==> src/rtl/pixel_frame_parser_pkg.sv <==
// Shared types and constants for the UART-to-pixel frame parser.
package pixel_frame_parser_pkg;

    localparam int unsigned DEF_DIM_W = 16;

    // Sync word that opens every frame header.
    localparam logic [7:0] SYNC0_BYTE = 8'hA5;
    localparam logic [7:0] SYNC1_BYTE = 8'h5A;

    // Parser states: sync hunt, four big-endian header bytes, then payload.
    typedef enum logic [2:0] {
        HUNT,
        GOT_S0,
        W_HI,
        W_LO,
        H_HI,
        H_LO,
        PAYLOAD
    } frame_state_t;

    typedef logic [DEF_DIM_W-1:0] dim_t;

endpackage

==> src/rtl/frame_pos_counter.sv <==
// Column/row position tracker for the payload of one frame.
// Flags decode the position of the byte being accepted this cycle.
module frame_pos_counter #(
    parameter int unsigned DIM_W = 16
) (
    input  logic             clk,
    input  logic             rst,
    input  logic             clear_i,
    input  logic             advance_i,
    input  logic [DIM_W-1:0] width_i,
    input  logic [DIM_W-1:0] height_i,
    output logic             sof_o,
    output logic             eol_o,
    output logic             eof_o
);

    logic [DIM_W-1:0] col_q, col_d;
    logic [DIM_W-1:0] row_q, row_d;

    assign sof_o = (col_q == '0) && (row_q == '0);
    assign eol_o = (col_q == width_i - DIM_W'(1));
    assign eof_o = eol_o && (row_q == height_i - DIM_W'(1));

    // Next position: wrap column at end of row, wrap everything at end of frame.
    always_comb begin
        col_d = col_q;
        row_d = row_q;
        if (clear_i) begin
            col_d = '0;
            row_d = '0;
        end else if (advance_i) begin
            if (eol_o) begin
                col_d = '0;
                row_d = eof_o ? '0 : row_q + DIM_W'(1);
            end else begin
                col_d = col_q + DIM_W'(1);
            end
        end
    end

    // Position registers.
    always_ff @(posedge clk) begin
        if (rst) begin
            col_q <= '0;
            row_q <= '0;
        end else begin
            col_q <= col_d;
            row_q <= row_d;
        end
    end

endmodule

==> src/rtl/pixel_frame_parser.sv <==
// Byte-stream frame parser: finds the sync word, decodes a W/H header and
// forwards exactly W*H payload bytes as tagged pixels (one cycle latency).
module pixel_frame_parser
    import pixel_frame_parser_pkg::*;
#(
    parameter int unsigned        DATA_W  = 8,
    parameter int unsigned        DIM_W   = DEF_DIM_W,
    parameter int unsigned        MAX_W   = 640,
    parameter int unsigned        MAX_H   = 480,
    parameter logic [DATA_W-1:0]  SYNC0   = DATA_W'(SYNC0_BYTE),
    parameter logic [DATA_W-1:0]  SYNC1   = DATA_W'(SYNC1_BYTE),
    parameter int unsigned        TIMEOUT = 2**20
) (
    input  logic              clk,
    input  logic              rst,
    input  logic [DATA_W-1:0] in_data,
    input  logic              in_valid,
    output logic [DATA_W-1:0] pixel_out,
    output logic              pixel_valid,
    output logic              sof,
    output logic              eol,
    output logic              eof,
    output logic [DIM_W-1:0]  frame_width,
    output logic [DIM_W-1:0]  frame_height,
    output logic              busy,
    output logic              hdr_err,
    output logic              timeout_err
);

    localparam int unsigned       HDR_W     = 2 * DATA_W;
    localparam int unsigned       IDLE_W    = $clog2(TIMEOUT + 1);
    localparam logic [HDR_W-1:0]  MAX_W_HDR = HDR_W'(MAX_W);
    localparam logic [HDR_W-1:0]  MAX_H_HDR = HDR_W'(MAX_H);
    localparam logic [IDLE_W-1:0] IDLE_LAST = IDLE_W'(TIMEOUT - 1);

    frame_state_t      state_q, state_d;
    logic [DATA_W-1:0] w_hi_q, w_hi_d;
    logic [DATA_W-1:0] w_lo_q, w_lo_d;
    logic [DATA_W-1:0] h_hi_q, h_hi_d;
    logic [DIM_W-1:0]  width_q, width_d;
    logic [DIM_W-1:0]  height_q, height_d;
    logic [IDLE_W-1:0] idle_q, idle_d;
    logic [DATA_W-1:0] pixel_q, pixel_d;
    logic              pixel_valid_q, pixel_valid_d;
    logic              sof_q, sof_d;
    logic              eol_q, eol_d;
    logic              eof_q, eof_d;
    logic              busy_q, busy_d;
    logic              hdr_err_q, hdr_err_d;
    logic              timeout_err_q, timeout_err_d;

    logic              px_fire;
    logic              pos_clear;
    logic              pos_sof, pos_eol, pos_eof;
    logic [HDR_W-1:0]  hdr_w, hdr_h;
    logic              hdr_bad;
    logic              timeout_hit;

    // Header fields as they stand when the final header byte is on the bus.
    assign hdr_w   = {w_hi_q, w_lo_q};
    assign hdr_h   = {h_hi_q, in_data};
    assign hdr_bad = (hdr_w == '0) || (hdr_h == '0) ||
                     (hdr_w > MAX_W_HDR) || (hdr_h > MAX_H_HDR);

    // TIMEOUT-th consecutive idle cycle outside HUNT.
    assign timeout_hit = (state_q != HUNT) && !in_valid && (idle_q == IDLE_LAST);

    assign pos_clear = (state_q != PAYLOAD);

    frame_pos_counter #(
        .DIM_W (DIM_W)
    ) u_pos (
        .clk       (clk),
        .rst       (rst),
        .clear_i   (pos_clear),
        .advance_i (px_fire),
        .width_i   (width_q),
        .height_i  (height_q),
        .sof_o     (pos_sof),
        .eol_o     (pos_eol),
        .eof_o     (pos_eof)
    );

    // Next-state and output decode; every byte advances at most one state.
    always_comb begin
        state_d       = state_q;
        w_hi_d        = w_hi_q;
        w_lo_d        = w_lo_q;
        h_hi_d        = h_hi_q;
        width_d       = width_q;
        height_d      = height_q;
        px_fire       = 1'b0;
        hdr_err_d     = 1'b0;
        timeout_err_d = 1'b0;
        idle_d        = (in_valid || state_q == HUNT) ? '0 : idle_q + IDLE_W'(1);

        case (state_q)
            HUNT: begin
                if (in_valid && in_data == SYNC0) state_d = GOT_S0;
            end
            GOT_S0: begin
                if (in_valid) begin
                    if (in_data == SYNC1)      state_d = W_HI;
                    else if (in_data == SYNC0) state_d = GOT_S0;
                    else                       state_d = HUNT;
                end
            end
            W_HI: begin
                if (in_valid) begin
                    w_hi_d  = in_data;
                    state_d = W_LO;
                end
            end
            W_LO: begin
                if (in_valid) begin
                    w_lo_d  = in_data;
                    state_d = H_HI;
                end
            end
            H_HI: begin
                if (in_valid) begin
                    h_hi_d  = in_data;
                    state_d = H_LO;
                end
            end
            H_LO: begin
                if (in_valid) begin
                    if (hdr_bad) begin
                        hdr_err_d = 1'b1;
                        state_d   = HUNT;
                    end else begin
                        width_d  = DIM_W'(hdr_w);
                        height_d = DIM_W'(hdr_h);
                        state_d  = PAYLOAD;
                    end
                end
            end
            PAYLOAD: begin
                if (in_valid) begin
                    px_fire = 1'b1;
                    if (pos_eof) state_d = HUNT;
                end
            end
            default: state_d = HUNT;
        endcase

        if (timeout_hit) begin
            state_d       = HUNT;
            timeout_err_d = 1'b1;
        end

        pixel_d       = px_fire ? in_data : pixel_q;
        pixel_valid_d = px_fire;
        sof_d         = px_fire && pos_sof;
        eol_d         = px_fire && pos_eol;
        eof_d         = px_fire && pos_eof;
        busy_d        = (state_d != HUNT);
    end

    // State, header capture and registered outputs.
    always_ff @(posedge clk) begin
        if (rst) begin
            state_q       <= HUNT;
            w_hi_q        <= '0;
            w_lo_q        <= '0;
            h_hi_q        <= '0;
            width_q       <= '0;
            height_q      <= '0;
            idle_q        <= '0;
            pixel_q       <= '0;
            pixel_valid_q <= 1'b0;
            sof_q         <= 1'b0;
            eol_q         <= 1'b0;
            eof_q         <= 1'b0;
            busy_q        <= 1'b0;
            hdr_err_q     <= 1'b0;
            timeout_err_q <= 1'b0;
        end else begin
            state_q       <= state_d;
            w_hi_q        <= w_hi_d;
            w_lo_q        <= w_lo_d;
            h_hi_q        <= h_hi_d;
            width_q       <= width_d;
            height_q      <= height_d;
            idle_q        <= idle_d;
            pixel_q       <= pixel_d;
            pixel_valid_q <= pixel_valid_d;
            sof_q         <= sof_d;
            eol_q         <= eol_d;
            eof_q         <= eof_d;
            busy_q        <= busy_d;
            hdr_err_q     <= hdr_err_d;
            timeout_err_q <= timeout_err_d;
        end
    end

    assign pixel_out    = pixel_q;
    assign pixel_valid  = pixel_valid_q;
    assign sof          = sof_q;
    assign eol          = eol_q;
    assign eof          = eof_q;
    assign frame_width  = width_q;
    assign frame_height = height_q;
    assign busy         = busy_q;
    assign hdr_err      = hdr_err_q;
    assign timeout_err  = timeout_err_q;

endmodule
==> config.mk <==
export PLATFORM = sky130hd
export DESIGN_NAME = pixel_frame_parser
export DESIGN_NICKNAME = d
export VERILOG_FILES = /design/src/rtl/pixel_frame_parser_pkg.sv /design/src/rtl/frame_pos_counter.sv /design/src/rtl/pixel_frame_parser.sv
export SDC_FILE = /design/constraint.sdc
export NUM_CORES = 1
export LEC_CHECK = 0
export CORE_UTILIZATION = 58
export DETAILED_ROUTE_END_ITERATION = 8
export PLACE_DENSITY_LB_ADDON = 0.12
export SLEW_MARGIN = 40
export SYNTH_ARGS = -nofsm -noshare
export SYNTH_HDL_FRONTEND = slang
export SYNTH_HIERARCHICAL = 1
export SYNTH_SLANG_ARGS = --single-unit
==> constraint.sdc <==
create_clock -name clk -period 3.8 [get_ports clk]
set_input_delay 0.95 -clock clk [delete_from_list [all_inputs] [get_ports clk]]
set_output_delay 0.95 -clock clk [all_outputs]
set_load 0.005 [all_outputs]
Word level (Yosys, flattened, before mapping) --
Cells that the tools add are included.
Word-level totals: input port bits 11, bits in registers 127, logic and storage cells 86, output and inout port bits 47
Operators by class: order comparisons 2, reduce and logical (&&, ||, !) cells 28, eq/ne operators 12, bitwise logic cells 3, $add $sub $neg 5, muxes and demuxes 19
Operators by type and width (number):
- logical NOT 16 bit | 4
- adder 16 x 1 -> 16 bit (second input constant) | 2
- equality test 16 bit | 2
- two-way mux 16 bit | 2
- subtractor 16 x 1 -> 16 bit (second input constant) | 2
- two-way mux 3 bit | 10
- adder 21 x 1 -> 21 bit (second input constant) | 1
- equality test 21 x 20 -> 1 bit (second input constant) | 1
- one-hot mux 3 bit (7 select lines) | 1
- greater-than comparator 16 x 10 -> 1 bit (second input constant) | 1
- greater-than comparator 16 x 9 -> 1 bit (second input constant) | 1
- equality test 3 bit (second input constant) | 3
- equality test 8 x 7 -> 1 bit (second input constant) | 1
- equality test 8 bit (second input constant) | 1
- logical AND 1 bit | 8
- AND reduction 2 bit | 4
- equality test 3 x 2 -> 1 bit (second input constant) | 2
- nonzero test 3 bit | 2
- two-way mux 1 bit | 5
- logical OR 1 bit | 4
- OR reduction 2 bit | 2
- equality test 3 x 1 -> 1 bit (second input constant) | 1
- logical NOT 3 bit | 1
- inequality test 3 bit (second input constant) | 1
- 5 further kinds | 7

Longest topological paths before layout --
depth after elaboration 9, depth in mapped cells 15, gate-level depth less buffers 13

Hierarchy --
Netlist, hierarchy kept.
By module, submodules not included:
- pixel_frame_parser | cells each 426, area an instance 3764.9 µm², instances 1, sequential area each 1901.8 µm²
- frame_pos_counter | cells each 361, area an instance 2787.7 µm², instances 1, sequential area each 640.6 µm²

Worst setup path before layout --
OpenSTA, ideal clock, no wires.
path type input -> register, from input port in_valid, to register u_pos.row_q[15], stages on the path 11, data required time 3685 ps, setup slack 794 ps, data arrival time 2891 ps, cells stage by stage clkbuf_1 -> nor2b_1 -> nand3_1 -> clkinv_1 -> clkbuf_1 -> nand4_1 -> inv_1 -> nand2_1 -> nor4_1 -> xnor2_1 -> nor2_2
Between the ends: longest elaborated chain between the ends 3
Ends and longest elaborated chain:
- from (decl) | RTL line pixel_frame_parser.sv:17 | input logic in_valid,
- two-way mux 1 bit | RTL line pixel_frame_parser.sv:139 | if (in_valid) begin
- two-way mux 1 bit | RTL line pixel_frame_parser.sv:97 | case (state_q)
- via pixel_valid_d | RTL line pixel_frame_parser.sv:44 | logic pixel_valid_q, pixel_valid_d;
- AND reduction 2 bit (no source line)
- to (signal assigned) | RTL line frame_pos_counter.sv:48 | row_q <= row_d;
- to (decl) | RTL line frame_pos_counter.sv:18 | logic [DIM_W-1:0] row_q, row_d;
The timed path passes the listed nets, and every way through them passes these cells. A chain may end at the register's enable or synchronous reset.

Worst setup path after layout --
from register width_q[1], in the netlist frame_width[1], to register busy_q, in the netlist busy
Between the ends: longest elaborated chain between the ends 8
Ends and longest elaborated chain:
- from (decl) | RTL line pixel_frame_parser.sv:40 | logic [DIM_W-1:0] width_q, width_d;
- from (signal assigned) | RTL line pixel_frame_parser.sv:183 | width_q <= width_d;
- subtractor 16 x 1 -> 16 bit | RTL line frame_pos_counter.sv:21 | assign eol_o = (col_q == width_i - DIM_W'(1));
- equality test 16 bit | RTL line frame_pos_counter.sv:21
- via pos_eol | RTL line pixel_frame_parser.sv:54 | logic pos_sof, pos_eol, pos_eof;
- logical AND 1 bit | RTL line frame_pos_counter.sv:22 | assign eof_o = eol_o && (row_q == height_i - DIM_W'(1));
- via pos_eof | RTL line pixel_frame_parser.sv:54
- two-way mux 3 bit | RTL line pixel_frame_parser.sv:141 | if (pos_eof) state_d = HUNT;
- two-way mux 3 bit | RTL line pixel_frame_parser.sv:139
- one-hot mux 3 bit (7 select lines) | RTL line pixel_frame_parser.sv:97
- two-way mux 3 bit | RTL line pixel_frame_parser.sv:147 | if (timeout_hit) begin
- nonzero test 3 bit | RTL line pixel_frame_parser.sv:157 | busy_d = (state_d != HUNT);
- to (signal assigned) | RTL line pixel_frame_parser.sv:191 | busy_q <= busy_d;
- to (decl) | RTL line pixel_frame_parser.sv:48 | logic busy_q, busy_d;
The timed path passes the listed nets, and every way through them passes these cells.

==> metrics.csv <==
metric,value,unit
coreArea,10900,um^2
ys_warn_count,6,
hpwl,11400,um
cpPeakStageDelay,0.42,ns
cellLeakagePower,2.54,nW
num_vias,5810,
synth_area_leaders,"dfxtp_1, xnor2_1, nor2_1, nand4_1, xor2_1",
ys_types,65,
placed_cell_area,7140,um^2
area_delta_synth_final,17.8,%
n_antenna_cell,0,
intPower,2.27,mW
nFillCells,879,
finalCritPeriodShare,94.3,%
fin_setup_tns,0,ns
hold_path.class,reg -> reg,
gp_congestion,0.886,
netlist.area_leader.share,38.8,%
use_met2,48.5,%
synth-edff-count,0,
grtUsageTotal,29.5,%
ff_latch_area,2540,um^2
postCtsResizedCells,0,
gr-usage-met3,6.87,%
post_drt_wl_per_cell,16.7,um
drive_above_1_share,8.85,%
pwr-share-comb,1.9,%
grt_max_degree,41,
grt_setup_unrepaired,no,
clkSinkCount,127,
setup_viol,0,
cp.arrival,3.87,ns
min_period,3.58,ns
grt_pass1_wl,26600,um
syn_avg_cell_area,8.33,um^2
drc,0,
holdWs,0.461,ns
slowest_stage,dfxtp_1,
p_switching,0.644,mW
synth_top_flop_cell,dfxtp_1,
multi_input_comb_area,3700,um^2
netlist_area,6550,um^2
worstSkewPairLatency,0.42,ns
initial_core_util,59.9,%
postRouteAntennaNets,0,
path_max_fanout,12,
worstSetupPathType,reg -> reg,
ctsHoldBuffers,0,
synth-seq-area-share,38.8,%
vdd_drop_max,0.393,mV
grt_pass1_vias,5405,
p_clk_share,52.3,%
nNetsFinal,841,
dieWidth,108,um
drt-total-wl,16300,um
maxSlewViolCount,0,
antenna_found_initial,0,
end_kind,flop,
drtPass1Iterations,5,
fp.dieH,108,um
cts-buffers-inserted,17,
grt_busiest_layer,met2,
clkSlewWorstSetupHoldPaths,0.06,ns
cts_htree_levels,4,
finClkSkew,0.00905,ns
grt-ovfl-total,0,
cts_root_buf,clkbuf_16,
synth_nets,805,
die_area,11700,um^2
syn_inst,787,
final-hold-violation-count,0,
critPathLaunchType,flop,
relSlewSlack,47.8,%
cap_violations,0,
power_frac_seq,45.9,%
yosys.area.top_type,dfxtp_1,
cts_tree,yes,
async_reset_ff_share,0,%
p_sw_share,22.1,%
routed_via_density,5.95,
crit_required,4.09,ns
outcome,completed,
placementRows,38,
initialDrtViolationCount,489,
tightest_slew,0.781,ns
synth_seq_cells,127,
met1_usage,37.1,%
cp_cell_sequence,"inv_1, ha_2, nor4b_2, nand4_1, xor2_1, or3b_1, a2111o_1, nor2_1, and2_1, a21oi_1, o21bai_1, a32oi_1, a41oi_2",
clockBufferDepth,2,
ioPinCount,58,
post_cts_buffers,0,
fin_area,7720,um^2
powerDensity,378,nW/um^2
fmax,279,MHz
portBuffers,57,
[layout by cell type (no fill, tap or decap), drive strengths merged, types with 3 or more instances in the layout]
| cell type | count |
|---|---|
| a21oi | 48 |
| a31oi | 5 |
| and2 | 6 |
| and3 | 9 |
| buf | 12 |
| clkbuf | 20 |
| clkdlybuf4s50 | 56 |
| clkinv | 7 |
| clkinvlp | 3 |
| dfxtp | 127 |
| ha | 7 |
| inv | 25 |
| mux2i | 20 |
| nand2 | 57 |
| nand3 | 24 |
| nand4 | 44 |
| nor2 | 103 |
| nor2b | 5 |
| nor3 | 28 |
| nor3b | 16 |
| nor4 | 28 |
| nor4b | 3 |
| o2111ai | 4 |
| o211ai | 4 |
| o21ai | 35 |
| or3 | 11 |
| or4 | 8 |
| xnor2 | 54 |
| xor2 | 31 |
[power by group through the flow]
stage	combinational (mW)	clock, mW	sequential, mW
after floorplan	0.0323	0	1.36
after global placement	0.0519	0	1.37
after detailed placement	0.0534	0	1.37
after CTS	0.0537	1.54	1.34
after global routing	0.0587	1.60	1.34
final	0.0542	1.52	1.34
[registers in the layout, summed over array words and instances, names as in the netlist, 3 cells and up]
name,flops
u_pos/row_q,16
frame_width,16
pixel_out,8
frame_height,16
w_lo_q,8
w_hi_q,8
idle_q,21
u_pos/col_q,16
state_q,3
h_hi_q,8
[kinds of logic (layout without fill, tap and decap cells)]
logic type	Yosys count	after routing	synth area share, %
xor gates and xnor gates	85	85	11.4
muxes	21	21	3.23
DFF	127	127	38.8
buffers and inverters	75	124	4.95
adders and majority gates	7	7	1.34
and+or+nand+nor	354	354	29.3
AOI/OAI and AO/OA	118	118	11.0
[per-stage QoR]
stage | power (mW) | util (%) | worst slack (ns) | cells
finish | 2.91 | 70.6 | 0.215 | 976
global route | 2.99 | 70.6 | 0.0357 | 976
CTS | 2.93 | 70.4 | 0.147 | 976
detailed placement | 1.42 | 65.3 | 0.180 | 944
global placement | 1.42 | 65.3 | 0.207 | 944
floorplan | 1.40 | - | 0.794 | 787
[area by class of cell]
| type | count | share of cell area, % |
|---|---|---|
| clock buffer | 20 | 5.79 |
| clock inverter | 12 | 1.44 |
| inverter | 24 | 1.17 |
| multi-input combinational | 585 | 48.0 |
| sequential | 127 | 32.9 |
| tap | 140 | 2.27 |
| timing repair buffer | 68 | 8.40 |
[final timing paths]
kind	startpoint	to	slack (ns)	cells past startpoint
worst max-delay path	frame_width[1]	busy	0.22	13
worst min-delay path	pixel_out[6]	pixel_out[6]	0.46	2
worst max register to register	frame_width[1]	busy	0.22	13
worst min register to register	pixel_out[6]	pixel_out[6]	0.46	2
[critical path, delay by kind of cell, from the launching register on]
family / cells / cell delay, ns
simple gates: 5 / 1.35
compound gates: 5 / 1.07
flops: 1 / 0.42
fa+ha+maj: 1 / 0.33
xor+xnor: 1 / 0.18
buf+inv: 1 / 0.11
[cells in the mapped netlist, drive strengths merged (2+ instances only)]
cell type  instances
o211a              2
nor4b              3
nand2b             2
a21boi             2
nor3b             16
or4                8
xor2              31
o2111ai            4
a21oi             48
o21bai             2
o21ai             35
ha                 7
nand3b             2
o31a               2
xnor2             54
inv               23
nor4              28
or3               11
nor2b              5
a22oi              2
nand2             57
buf               12
a2111o             2
or2                2
nand3             24
mux2i             20
and2               6
dfxtp            127
o211ai             4
nor2             103
or4b               2
clkbuf            39
nand4             44
a31oi              5
nor3              28
and3               9
or3b               2
[layer usage]
layer | share of wire [%] | vias to the layer above | wire length (um)
li1 | - | 2854 | -
met1 | 44 | 2766 | 7190
met2 | 48 | 158 | 7870
met3 | 5.4 | 32 | 881
met4 | 2.1 | 0 | 346
met5 | 0 | - | 0
No activity file was read; power rests on OpenSTA's default activity.
==> RTL edit 1 (same flow settings) <==
Re-encode `frame_state_t` (7 states) as one-hot, 7 bits wide.
--- a/src/rtl/pixel_frame_parser_pkg.sv
+++ b/src/rtl/pixel_frame_parser_pkg.sv
@@ -8,14 +8,14 @@
     localparam logic [7:0] SYNC1_BYTE = 8'h5A;
 
     // Parser states: sync hunt, four big-endian header bytes, then payload.
-    typedef enum logic [2:0] {
-        HUNT,
-        GOT_S0,
-        W_HI,
-        W_LO,
-        H_HI,
-        H_LO,
-        PAYLOAD
+    typedef enum logic [6:0] {
+        HUNT    = 7'b0000001,
+        GOT_S0  = 7'b0000010,
+        W_HI    = 7'b0000100,
+        W_LO    = 7'b0001000,
+        H_HI    = 7'b0010000,
+        H_LO    = 7'b0100000,
+        PAYLOAD = 7'b1000000
     } frame_state_t;
 
     typedef logic [DEF_DIM_W-1:0] dim_t;
Check against the original RTL: no difference found for any inputs over 10 cycles, from zero or initial values and one cycle with rst high; not proved beyond that.
==> RTL edit 1 against the original RTL <==
Final cell count increased by 2.8%. Global-route usage decreased by 0.39 points. Sequential cell count increased by 4. Power increased by 7.0%. Area after synthesis increased by 3.4%. Wire length increased by 5.1%. Worst setup slack improved by 0.29 ns. Hold slack got worse by 0.0016 ns. Sequential share of layout area decreased by 0.54 points. Non-clock buffer count increased by 10. Final area increased by 4.9%. Clock skew increased by 0.0018 ns. Fmax increased by 8.9%. Critical path type unchanged. Largest power group unchanged.
==> RTL edit 1: results (changes against the original RTL) <==
* Status: finished clean (unchanged)
* Nets at 865 (was 841)
* Worst Hold Class: register to register (unchanged)
* Place WS at 0.4444 ns (was 0.1803 ns)
* Avg WL per Cell at 17.06 um (was 16.69 um)
* Largest net degree at the start of global routing at 40 (was 41)
* Seq/Total Area, Yosys at 38.71% (was 38.80%)
* H-tree depth at 4 (unchanged)
* Global-route wire length before repair at 26760 um (was 26630 um)
* Critical path arrival at 3.59 ns (was 3.87 ns)
* Post-CTS Resized at 0 (unchanged)
* Vias in the first global route at 5388 (was 5405)
* 1st-iter DRT viols at 532 (was 489)
* Final Skew at 0.01087 ns (was 0.009052 ns)
* Vias at 6028 (was 5810)
* TritonCTS Buffers at 17 (unchanged)
* Synth area leaders: dfxtp_1, xnor2_1, nor2_1 (unchanged)
* Vias per cell at 6.010 (was 5.953)
* Largest register FFs at 21 (unchanged)
* DP Area at 0.007465 mm2 (was 0.007142 mm2)
* Leakage at 2.977 nW (was 2.543 nW)
* DR pass1 iterations at 5 (unchanged)
* Register bank with the most flops: idle_q (unchanged)
* Post-DP HPWL at 12020 um (was 11400 um)
* Overall routing resource usage at 29.08% (was 29.46%)
* Placer Congestion at 0.8679 (was 0.8857)
* Root buffer cell: clkbuf_16 (unchanged)
* Worst hold start: idle_q[0] (was pixel_out[6])
* Inst Count DP at 971 (was 944)
* Setup bufs post-CTS at 0 (unchanged)
* Register clock-pin slew on the reported worst setup and hold paths at 0.06 ns (about the same)
* Synth cell count leaders: dfxtp_1, nor2_1, xnor2_1 (was dfxtp_1, nor2_1, nand2_1)
* Asr flop ratio synth at 0% (unchanged)
* Yosys warns at 6 (unchanged)
* Clock Latency Late Sink at 0.42 ns (about the same)
* Count of cell types in the netlist at 66 (was 65)
* CTS Buffer Depth at 2 (unchanged)
* IO buf count at 57 (unchanged)
* Antenna cells at 0 (unchanged)
* Max VDD drop at 0.0003933 V (was 0.0003928 V)
* CP Launch Type: register (unchanged)
* Synthesized area per cell at 8.478 um2 (was 8.326 um2)
* Worst R2R Start: frame_height[0] (was frame_width[1])
* Worst-Margin Slew at 0.7087 ns (was 0.7808 ns)
* Share of post-route cells with drive strength above 1 at 9.535% (was 8.852%)
* Drt drc at 0 (unchanged)
* Worst-path maximum fanout at 6 (was 12)
* Post-synth net total at 817 (was 805)
RTL edit 1: per-layer routing:
layer  track usage, %  up-vias  wire length (um)
met3            6.290       18               797
met1            36.30     2914              7517
met5                0        -                 0
met4            10.95        0               257
li1                 -     2926                 -
met2            48.97      170              8539
RTL edit 1: worst paths after layout:
kind / endpoint / slack (ns) / cells after the start
worst max-delay path: state_q[0] / 0.51 / 10
worst min-delay path: idle_q[0] / 0.46 / 1
worst max register to register: state_q[0] / 0.51 / 10
worst min register to register: idle_q[0] / 0.46 / 1
RTL edit 1: worst max-delay path: stages (launching register included):
cell and delay (ns):
dfxtp_1 0.37, or4_1 0.58, nor4_2 0.47, mux2_2 0.39, mux2i_1 0.12, o21ai_0 0.12, and4_1 0.25, and2_1 0.24
a21oi_1 0.17, nor2_1 0.06, or4_1 0.39
RTL edit 1: cell families after synthesis:
kind of cell             Yosys count  synth area share (%)
AND/OR/NAND/NOR                  366                 29.35
XOR/XNOR                          90                 11.64
flip-flops                       131                 38.71
AO/OA/AOI/OAI                     95                 8.921
adder cells (fa/ha/maj)            7                 1.293
buffers and inverters             73                 4.599
multiplexers                      37                 5.486
RTL edit 1: power breakdown:
part	leakage, nW	switching [mW]	internal [mW]
Sequential	1.05	0.000176	1.37
Clock	0.292	0.610	1.09
Combinational	1.63	0.0311	0.0185
RTL edit 1: layout make-up:
cell class	count	area, um2
tap	143	178.9
inverter	24	90.09
sequential	131	2623
fill	902	3326
timing repair buffer	78	723.2
clock inverter	11	151.4
multi-input combinational	595	3856
clock buffer	21	470.5
==> RTL edit 2 (config.mk and constraints unchanged) <==
Made on the original files. The package constant `DEF_DIM_W` goes from 16 to 20.
--- a/src/rtl/pixel_frame_parser_pkg.sv
+++ b/src/rtl/pixel_frame_parser_pkg.sv
@@ -1,7 +1,7 @@
 // Shared types and constants for the UART-to-pixel frame parser.
 package pixel_frame_parser_pkg;
 
-    localparam int unsigned DEF_DIM_W = 16;
+    localparam int unsigned DEF_DIM_W = 20;
 
     // Sync word that opens every frame header.
     localparam logic [7:0] SYNC0_BYTE = 8'hA5;
Interface: changed (resized frame_height and frame_width); port bits go from 58 to 66. No check against the original RTL was run, so the function may have changed too.
==> RTL edit 2 against the original RTL <==
Worst setup slack better by 0.033 ns. Power is 4.6% higher. Sequential power is 6% higher. Area after synthesis is 13% higher. Final cell count is 20% higher. Sequential cell count is 8 higher. Final area is 14% higher. Wire length is 21% higher. Hold slack worse by 0.0040 ns. Critical path type unchanged. Critical endpoint is now u_pos/row_q[4]. Largest cell class unchanged.
==> RTL edit 2: results (changes against the original RTL) <==
* Status: finished clean (unchanged)
* Seq/Total Area, Yosys at 36.64% (was 38.80%)
* Synth area leaders: dfxtp_1, xnor2_1, nand2_1 (was dfxtp_1, xnor2_1, nor2_1)
* Largest net degree at the start of global routing at 42 (was 41)
* Global-route wire length before repair at 32030 um (was 26630 um)
* Compound-Gate Fraction of Synth Area at 11.82% (was 11.04%)
* Post-Syn Instances at 920 (was 787)
* Mux share of post-synthesis cell area at 1.493% (was 3.227%)
* Int Power at 2.325 mW (was 2.271 mW)
* Placer Congestion at 0.9516 (was 0.8857)
* Top delay family on crit path: simple AND/OR/NAND/NOR gates (unchanged)
* Routed Wire Length at 19650 um (was 16290 um)
* Largest stage delay on the critical path at 0.60 ns (was 0.42 ns)
* Nets at 1005 (was 841)
* DP Area at 0.008162 mm2 (was 0.007142 mm2)
* 1st-iter DRT viols at 615 (was 489)
* Post-synth top flop: dfxtp_1 (unchanged)
* Final Skew at 0.01073 ns (was 0.009052 ns)
* Vias per cell at 5.990 (was 5.953)
* Initial antenna violation count at 0 (unchanged)
* Worst-path maximum fanout at 17 (was 12)
* Synth cell count leaders: dfxtp_1, nand2_1, nor2_1 (was dfxtp_1, nor2_1, nand2_1)
* Share of post-route cells with drive strength above 1 at 9.800% (was 8.852%)
* DR pass1 iterations at 6 (was 5)
* Vias in the first global route at 6555 (was 5405)
* Register clock-pin slew on the reported worst setup and hold paths at 0.06 ns (about the same)
* Critical path arrival at 3.86 ns (was 3.87 ns)
* Max VDD drop at 0.0003452 V (was 0.0003928 V)
* Worst hold start: w_hi_q[3] (was pixel_out[6])
* Count of cell types in the netlist at 75 (was 65)
* Critical path startpoint: frame_width[10] (was frame_width[1])
* Slowest-stage cell, CP: or4_1 (was dfxtp_1)
* Post-DP HPWL at 14050 um (was 11400 um)
* Post-Synth XOR/XNOR Area at 11.04% (was 11.36%)
* Asr flop ratio synth at 0% (unchanged)
* Worst-Margin Slew at 0.7309 ns (was 0.7808 ns)
* Overall routing resource usage at 30.82% (was 29.46%)
* Leakage at 2.961 nW (was 2.543 nW)
* Inst Count DP at 1136 (was 944)
* Max-cap violations at 0 (unchanged)
* Yosys warns at 6 (unchanged)
* Largest family of logic cells by synthesized area: simple AND/OR/NAND/NOR gates (unchanged)
* Vias at 6996 (was 5810)
* Adder-cell share of the synthesized area at 1.187% (was 1.337%)
* Place WS at -0.03163 ns (was 0.1803 ns)
* TritonCTS Buffers at 17 (unchanged)
* H-tree depth at 4 (unchanged)
* Setup bufs post-CTS at 0 (unchanged)
==> RTL edit 2: cell count changes after synthesis, sizes merged, moves of 6 or more <==
cell	before	now
mux2i	20	11
nor3	28	40
xor2	31	37
nand2	57	103
nor2	103	95
or4	8	16
dfxtp	127	135
a21oi	48	56
nand3	24	36
==> RTL edit 2: worst paths after layout <==
check	to	slack, ns	cells past startpoint
hold / removal	w_hi_q[3]	0.46	2
setup / recovery	u_pos/row_q[4]	0.25	9
setup reg to reg	u_pos/row_q[4]	0.25	9
hold reg to reg	w_hi_q[3]	0.46	2
==> RTL edit 2: cells by family (layout without fill, tap and decap cells) <==
| kind of cell | Yosys count | count (layout) |
|---|---|---|
| compound gates | 143 | 143 |
| xor+xnor | 93 | 93 |
| fa+ha+maj | 7 | 7 |
| buf+inv | 80 | 134 |
| flops | 135 | 135 |
| mux | 11 | 11 |
| other cells | 1 | 27 |
| simple gates | 450 | 450 |
==> RTL edit 2: what timing repair did <==
item,in CTS,in global routing
pin swaps,0,2
gates cloned,0,0
endpoints found under the setup margin,2,3
hold buffers,0,0
gates resized for setup,1,9
==> RTL edit 2: layer usage <==
layer  vias up  global-route usage [%]  wire length, um
met1      3310                   39.46             8686
met4         0                   11.08              405
li1       3393                       -                -
met3        33                   7.064             1250
met5         -                       0                0
met2       260                   51.03             9305
==> RTL edit 2: cell type report <==
cell class	instances	area, um2
timing repair buffer	82	753.2
sequential	135	2703
inverter	20	75.07
clock buffer	19	452.9
multi-input combinational	731	4479
tap	168	210.2
fill	988	3428
clock inverter	13	110.1
==> RTL edit 2: power by group through the flow <==
stage	combinational, mW	clock [mW]	sequential [mW]
after floorplan	0.0513	0	1.45
after global placement	0.0662	0	1.45
after detailed placement	0.0674	0	1.45
after CTS	0.0679	1.58	1.42
after global routing	0.0754	1.65	1.41
final	0.0702	1.56	1.42
==> RTL edit 2: worst min-delay path, cell delays in order (launching register included) <==
cell     delay (ns)
dfxtp_1        0.31
nand2_1        0.05
a21oi_1        0.05
